`config.mk`:
```
export PLATFORM = sky130hd
export DESIGN_NAME = dffram_wb_responder
export DESIGN_NICKNAME = d
export VERILOG_FILES = /design/src/rtl/dffram_wb_pkg.sv /design/src/rtl/dffram_wb_responder.sv
export SDC_FILE = /design/constraint.sdc
export NUM_CORES = 1
export LEC_CHECK = 0
export ABC_AREA = 1
export BUFFER_PORTS_ARGS = -buffer_cell sky130_fd_sc_hd__buf_2
export CAP_MARGIN = 5
export CORE_MARGIN = 1.5
export CORE_UTILIZATION = 40
export DETAILED_ROUTE_END_ITERATION = 8
export GPL_TIMING_DRIVEN = 0
export HOLD_SLACK_MARGIN = 0.12
export PLACE_DENSITY = 0.76
export SLEW_MARGIN = 20
export SYNTH_ARGS = -nofsm -noshare
export SYNTH_HDL_FRONTEND = slang
export SYNTH_SLANG_ARGS = --single-unit
```
`constraint.sdc`:
```
create_clock -name CLK -period 2.65 [get_ports CLK]
set_input_delay 0.6625 -clock CLK [delete_from_list [all_inputs] [get_ports CLK]]
set_output_delay 0.6625 -clock CLK [all_outputs]
set_load 0.1 [all_outputs]
```
`src/rtl/dffram_wb_pkg.sv`:
```
// Shared types and address-geometry helpers for the DFFRAM Wishbone responder.
package dffram_wb_pkg;

    // Bus-side sequencing states.
    typedef enum logic [1:0] {
        IDLE   = 2'd0,
        ACCESS = 2'd1,
        RDWAIT = 2'd2,
        ACK    = 2'd3
    } wb_state_t;

    // Each bank holds 16 words, so the word address needs 4 bits plus the bank select.
    function automatic int calc_aw(input int banks);
        return $clog2(banks) + 4;
    endfunction

    // The bus carries byte addresses; the word index starts above the byte offset.
    localparam int ADR_LO_BIT = 2;

    // Highest byte-address bit that still lands inside the RAM.
    function automatic int adr_hi_bit(input int aw);
        return aw + 1;
    endfunction

    // Geometry of the default two-bank configuration.
    localparam int DEFAULT_BANKS  = 2;
    localparam int DEFAULT_AW     = calc_aw(DEFAULT_BANKS);
    localparam int DEFAULT_ADR_HI = adr_hi_bit(DEFAULT_AW);

endpackage

```
`src/rtl/dffram_wb_responder.sv`:
```
// Wishbone classic slave that sequences a single-port DFFRAM macro port,
// one transaction at a time, absorbing the macro's one-cycle read latency.
module dffram_wb_responder
    import dffram_wb_pkg::*;
#(
    parameter  int WSIZE = 4,
    parameter  int BANKS = 2,
    localparam int DW    = WSIZE * 8,
    localparam int AW    = calc_aw(BANKS)
) (
    input  logic             CLK,
    input  logic             RST,
    input  logic             wb_cyc_i,
    input  logic             wb_stb_i,
    input  logic             wb_we_i,
    input  logic [WSIZE-1:0] wb_sel_i,
    input  logic [31:0]      wb_adr_i,
    input  logic [DW-1:0]    wb_dat_i,
    output logic [DW-1:0]    wb_dat_o,
    output logic             wb_ack_o,
    output logic             EN0,
    output logic [WSIZE-1:0] WE0,
    output logic [AW-1:0]    A0,
    output logic [DW-1:0]    Di0,
    input  logic [DW-1:0]    Do0
);

    localparam int ADR_HI = adr_hi_bit(AW);

    wb_state_t        state_reg, state_next;
    logic             is_wr_reg, is_wr_next;
    logic             en0_reg,   en0_next;
    logic [WSIZE-1:0] we0_reg,   we0_next;
    logic [AW-1:0]    a0_reg,    a0_next;
    logic [DW-1:0]    di0_reg,   di0_next;
    logic [DW-1:0]    dat_reg,   dat_next;

    // Byte offset and the aliased upper address bits play no part in the access.
    logic unused_adr_bits;
    assign unused_adr_bits = ^{wb_adr_i[31:ADR_HI+1], wb_adr_i[ADR_LO_BIT-1:0]};

    // State and RAM-port registers; reset clears every output immediately so an
    // in-flight write that has not reached the RAM edge is dropped.
    always_ff @(posedge CLK or posedge RST) begin
        if (RST) begin
            state_reg <= IDLE;
            is_wr_reg <= 1'b0;
            en0_reg   <= 1'b0;
            we0_reg   <= '0;
            a0_reg    <= '0;
            di0_reg   <= '0;
            dat_reg   <= '0;
        end else begin
            state_reg <= state_next;
            is_wr_reg <= is_wr_next;
            en0_reg   <= en0_next;
            we0_reg   <= we0_next;
            a0_reg    <= a0_next;
            di0_reg   <= di0_next;
            dat_reg   <= dat_next;
        end
    end

    // Next-state and next-port-value logic; bus inputs are only looked at in IDLE.
    always_comb begin
        state_next = state_reg;
        is_wr_next = is_wr_reg;
        en0_next   = en0_reg;
        we0_next   = we0_reg;
        a0_next    = a0_reg;
        di0_next   = di0_reg;
        dat_next   = dat_reg;

        case (state_reg)
            IDLE: begin
                if (wb_cyc_i && wb_stb_i) begin
                    a0_next    = wb_adr_i[ADR_HI:ADR_LO_BIT];
                    di0_next   = wb_dat_i;
                    we0_next   = wb_we_i ? wb_sel_i : '0;
                    en0_next   = 1'b1;
                    is_wr_next = wb_we_i;
                    state_next = ACCESS;
                end
            end
            ACCESS: begin
                // The macro samples its port on the edge leaving this state.
                en0_next   = 1'b0;
                we0_next   = '0;
                state_next = is_wr_reg ? ACK : RDWAIT;
            end
            RDWAIT: begin
                // Do0 became valid after the ACCESS edge; capture it for the bus.
                dat_next   = Do0;
                state_next = ACK;
            end
            ACK: begin
                // Always pass through IDLE so a held strobe is not re-accepted at once.
                state_next = IDLE;
            end
            default: begin
                state_next = IDLE;
            end
        endcase
    end

    // Acknowledge only while the master still owns the cycle.
    assign wb_ack_o = (state_reg == ACK) && wb_cyc_i;
    assign wb_dat_o = dat_reg;
    assign EN0      = en0_reg;
    assign WE0      = we0_reg;
    assign A0       = a0_reg;
    assign Di0      = di0_reg;

endmodule

```
==> flow_results.org <==
** Logic synthesis
- Synthesis handed over a netlist of 350 instances.
- Synthesis instantiated 14 different standard cells from the library.
- By count the netlist is led by nand2_1, dfrtp_1, inv_1, o21ai_2, o21ai_0.
- Post-synth design cell area :: 3320 um^2
- The number of nets in the synthesized netlist is 460.
- The biggest area contributor in the post-synthesis netlist is dfrtp_1.
- Number of flip-flops and latches in the synthesized netlist :: 77
- Mean cell area of the mapped netlist :: 9.50 um^2
- After synthesis, the share of flip-flops with an asynchronous set or reset is 100%.
- Of the post-synthesis cell area, the dominant cell type holds 58.0%.
- Number of enable flip-flop cells after synthesis :: 0
- In the synthesized netlist the dominant register cell turns out to be dfrtp_1.
- During synthesis, Yosys emitted a total of 0 warnings.
- Portion of the post-synthesis area used by sequential elements :: 58.0%
- Most repeated cell in the gate-level netlist after synthesis :: nand2_1
- Biggest area contributors in the synthesized netlist :: dfrtp_1, nand2_1, o21ai_2

** STA
- Unrepaired setup endpoints after global routing :: no
- Final critical path time including I/O delays and setup :: 2.13 ns
- Worst slew slack as a fraction of its limit :: 66.6%
- Highest attainable clock frequency :: 0.469 GHz
- The worst path uses 80.4% of the clock period.
- On the final layout, the worst clock skew is 0.0119 ns.
- After layout, the worst setup slack is 0.519 ns.
- Worst-Margin Slew :: 0.504 ns
- Final hold violation count :: 0
- The count of final max-slew check failures is 0.
- Number of setup violations in the final report :: 0

** CTS
- The root buffer cell chosen for the clock tree is clkbuf_8.
- Clock latency on the worst-skew pair, taken at its later pin, is 0.34 ns.
- Clock Pin Slew Worst Setup and Hold Paths :: 0.08 ns
- The clock passes through at most 2 buffers.
- The H-tree was split into 3 levels.
- After clock tree synthesis, the flow added hold-fix buffers numbering 0.
- TritonCTS built the clock tree.
- Post-CTS repair changed the size of 0 cells.
- CTS saw 77 sinks.
- Buffers inserted during clock tree synthesis total 9.
- After clock tree synthesis, the setup repair step added 0 buffers.

** Placement
- At the end of routability-driven placement, the weighted congestion stood at 0.727.
- Number of buffer cells added on primary ports :: 152
- Total half-perimeter wirelength after legalization and detailed placement :: 5640 um
- Placed cells :: 608
- At the placement stage, the worst setup path has a slack of 0.696 ns.

** Critical path
- Worst path slowest cell :: dfrtp_1
- Capturing point of the worst reg2reg path :: WE0[3]
- CP required :: 1.99 ns
- STA classifies the critical path endpoint as a primary output.
- Worst Setup SP :: state_reg[0]
- Maximum fanout count along the critical path :: 5
- The worst setup path is launched from a flop.
- Register-to-register path setup slack :: 1.15 ns
- Following the worst setup path forward leads to its endpoint at wb_ack_o.
- Counting both buffers and inverters, the worst setup path holds a total of 2.
- The worst register-to-register path has a depth of 6.
- Largest stage delay on the critical path :: 0.43 ns
- The kind of cell with the highest combined delay along the critical path is buffers and inverters.
- The critical path crosses 4 cells after its start point.
- Start of the worst register-to-register path :: state_reg[0]
- The signal on the critical path passes through ha_1, nand2_1, inv_1, buf_2.
- Category of the most critical setup path :: reg2out
- Crit path DAT :: 1.47 ns

** Global routing
- Global routing finished with a remaining overflow of 0.
- Entering global routing, the biggest net connects 42 pins.
- Antenna violations before repair :: 0
- Via count of the first global-routing pass :: 2585
- For this run, the total global-route usage over all layers was measured as 17.5%.
- The first global-routing pass estimated 11900 um of wire.

** Hold path
- In this run the worst hold path is classified as in2async.

** Layout
- In the final layout, the share of cells above drive strength 1 is 43.5%.
- Area Growth Syn to Fin :: 33.1%
- The finished layout holds 624 standard cells, fillers aside.
- At the end of the flow, the number of nets in the layout was 624.
- 0 antenna diodes ended up in the layout.
- At the end of the flow the core is filled with cells to 54.4%.

** Detailed routing
- For this block, the via count after detailed routing is 2748.
- Total wire length after detailed routing :: 7450 um
- After detailed routing, the average wire length per cell comes to 11.9 um.
- Number of nets with antenna violations after detailed routing :: 0
- The pre-antenna-repair detailed-routing pass consisted of 4 iterations.
- Via density :: 4.40
- Number of remaining DRC errors :: 0
- Count of routing violations after the opening detailed-route iteration :: 89

** Die
- In this run the standard cell core region covers 8130 um^2.
- In this run the vertical extent of the chip is 94.2 um.
- Effective utilization at floorplan :: 40.9%
- FP Rows :: 33
- Die Span X :: 94.2 um
- The floorplan step defined a die boundary enclosing 8870 um^2.
- Ports :: 180

** Flow run
- Number of maximum-capacitance violations :: 0

** Outcome
- Run status :: completed
[cell families (layout without fill, tap and decap cells)]
family                   Yosys count  after routing  share of synthesized area [%]
AO/OA/AOI/OAI                     72             72                           15.2
adder cells (fa/ha/maj)            5              5                           1.88
flip-flops                        77             77                           58.0
AND/OR/NAND/NOR                  105            105                           12.6
buffers and inverters             91            260                           12.3
[worst min-delay path by stage]
stage              start           to  slack [ns]
3_5_place_dp       A0[0]        A0[0]        0.46
5_1_grt              RST      Di0[10]        0.37
2_1_floorplan  is_wr_reg    is_wr_reg        0.45
4_1_cts              RST       WE0[0]        0.36
6_report             RST  wb_dat_o[8]        0.36
3_3_place_gp     Di0[27]      Di0[27]        0.46
[layer usage]
| metal | part of all wire, % | track usage, % | vias up | wire, um |
|---|---|---|---|---|
| li1 | - | - | 1377 | - |
| met1 | 42 | 21.1 | 1294 | 3150 |
| met2 | 52 | 30.3 | 67 | 3870 |
| met3 | 4.1 | 3.07 | 10 | 305 |
| met4 | 1.6 | 7.96 | 0 | 116 |
| met5 | 0 | 0 | - | 0 |
[metrics by stage]
step | instance area (um^2) | hold slack (ns) | TNS (ns)
after floorplan | 3320 | 0.455 | 0
after global placement | 4220 | 0.459 | -70.76
after detailed placement | 4240 | 0.463 | 0
after CTS | 4430 | 0.355 | 0
after global routing | 4430 | 0.375 | 0
final | 4430 | 0.356 | 0
[final cells by class]
type / instances / area, um^2
well taps: 105 / 131
inverters: 76 / 288
clock buffers: 11 / 151
multi-input cells: 182 / 987
repair buffers: 153 / 781
flip-flops and latches: 77 / 1930
clock inverters: 5 / 35.0
plain buffers: 15 / 125
fillers: 772 / 3710
[cells in the final DEF (no fill, tap or decap)]
cell type / instances
o21ai_0: 33
clkinv_2: 2
o21ai_2: 38
nor2_1: 4
dfrtp_1: 77
clkinv_4: 2
inv_1: 75
buf_6: 8
nand2_2: 2
inv_4: 1
ha_1: 5
buf_12: 1
buf_2: 157
nand3_4: 1
clkinvlp_4: 1
clkbuf_8: 11
nand2_1: 93
o21bai_1: 1
nand3_1: 5
clkbuf_2: 2
Power is not shown: default switching activity piles up to over one toggle a cycle in this logic, so the estimate is an artifact.
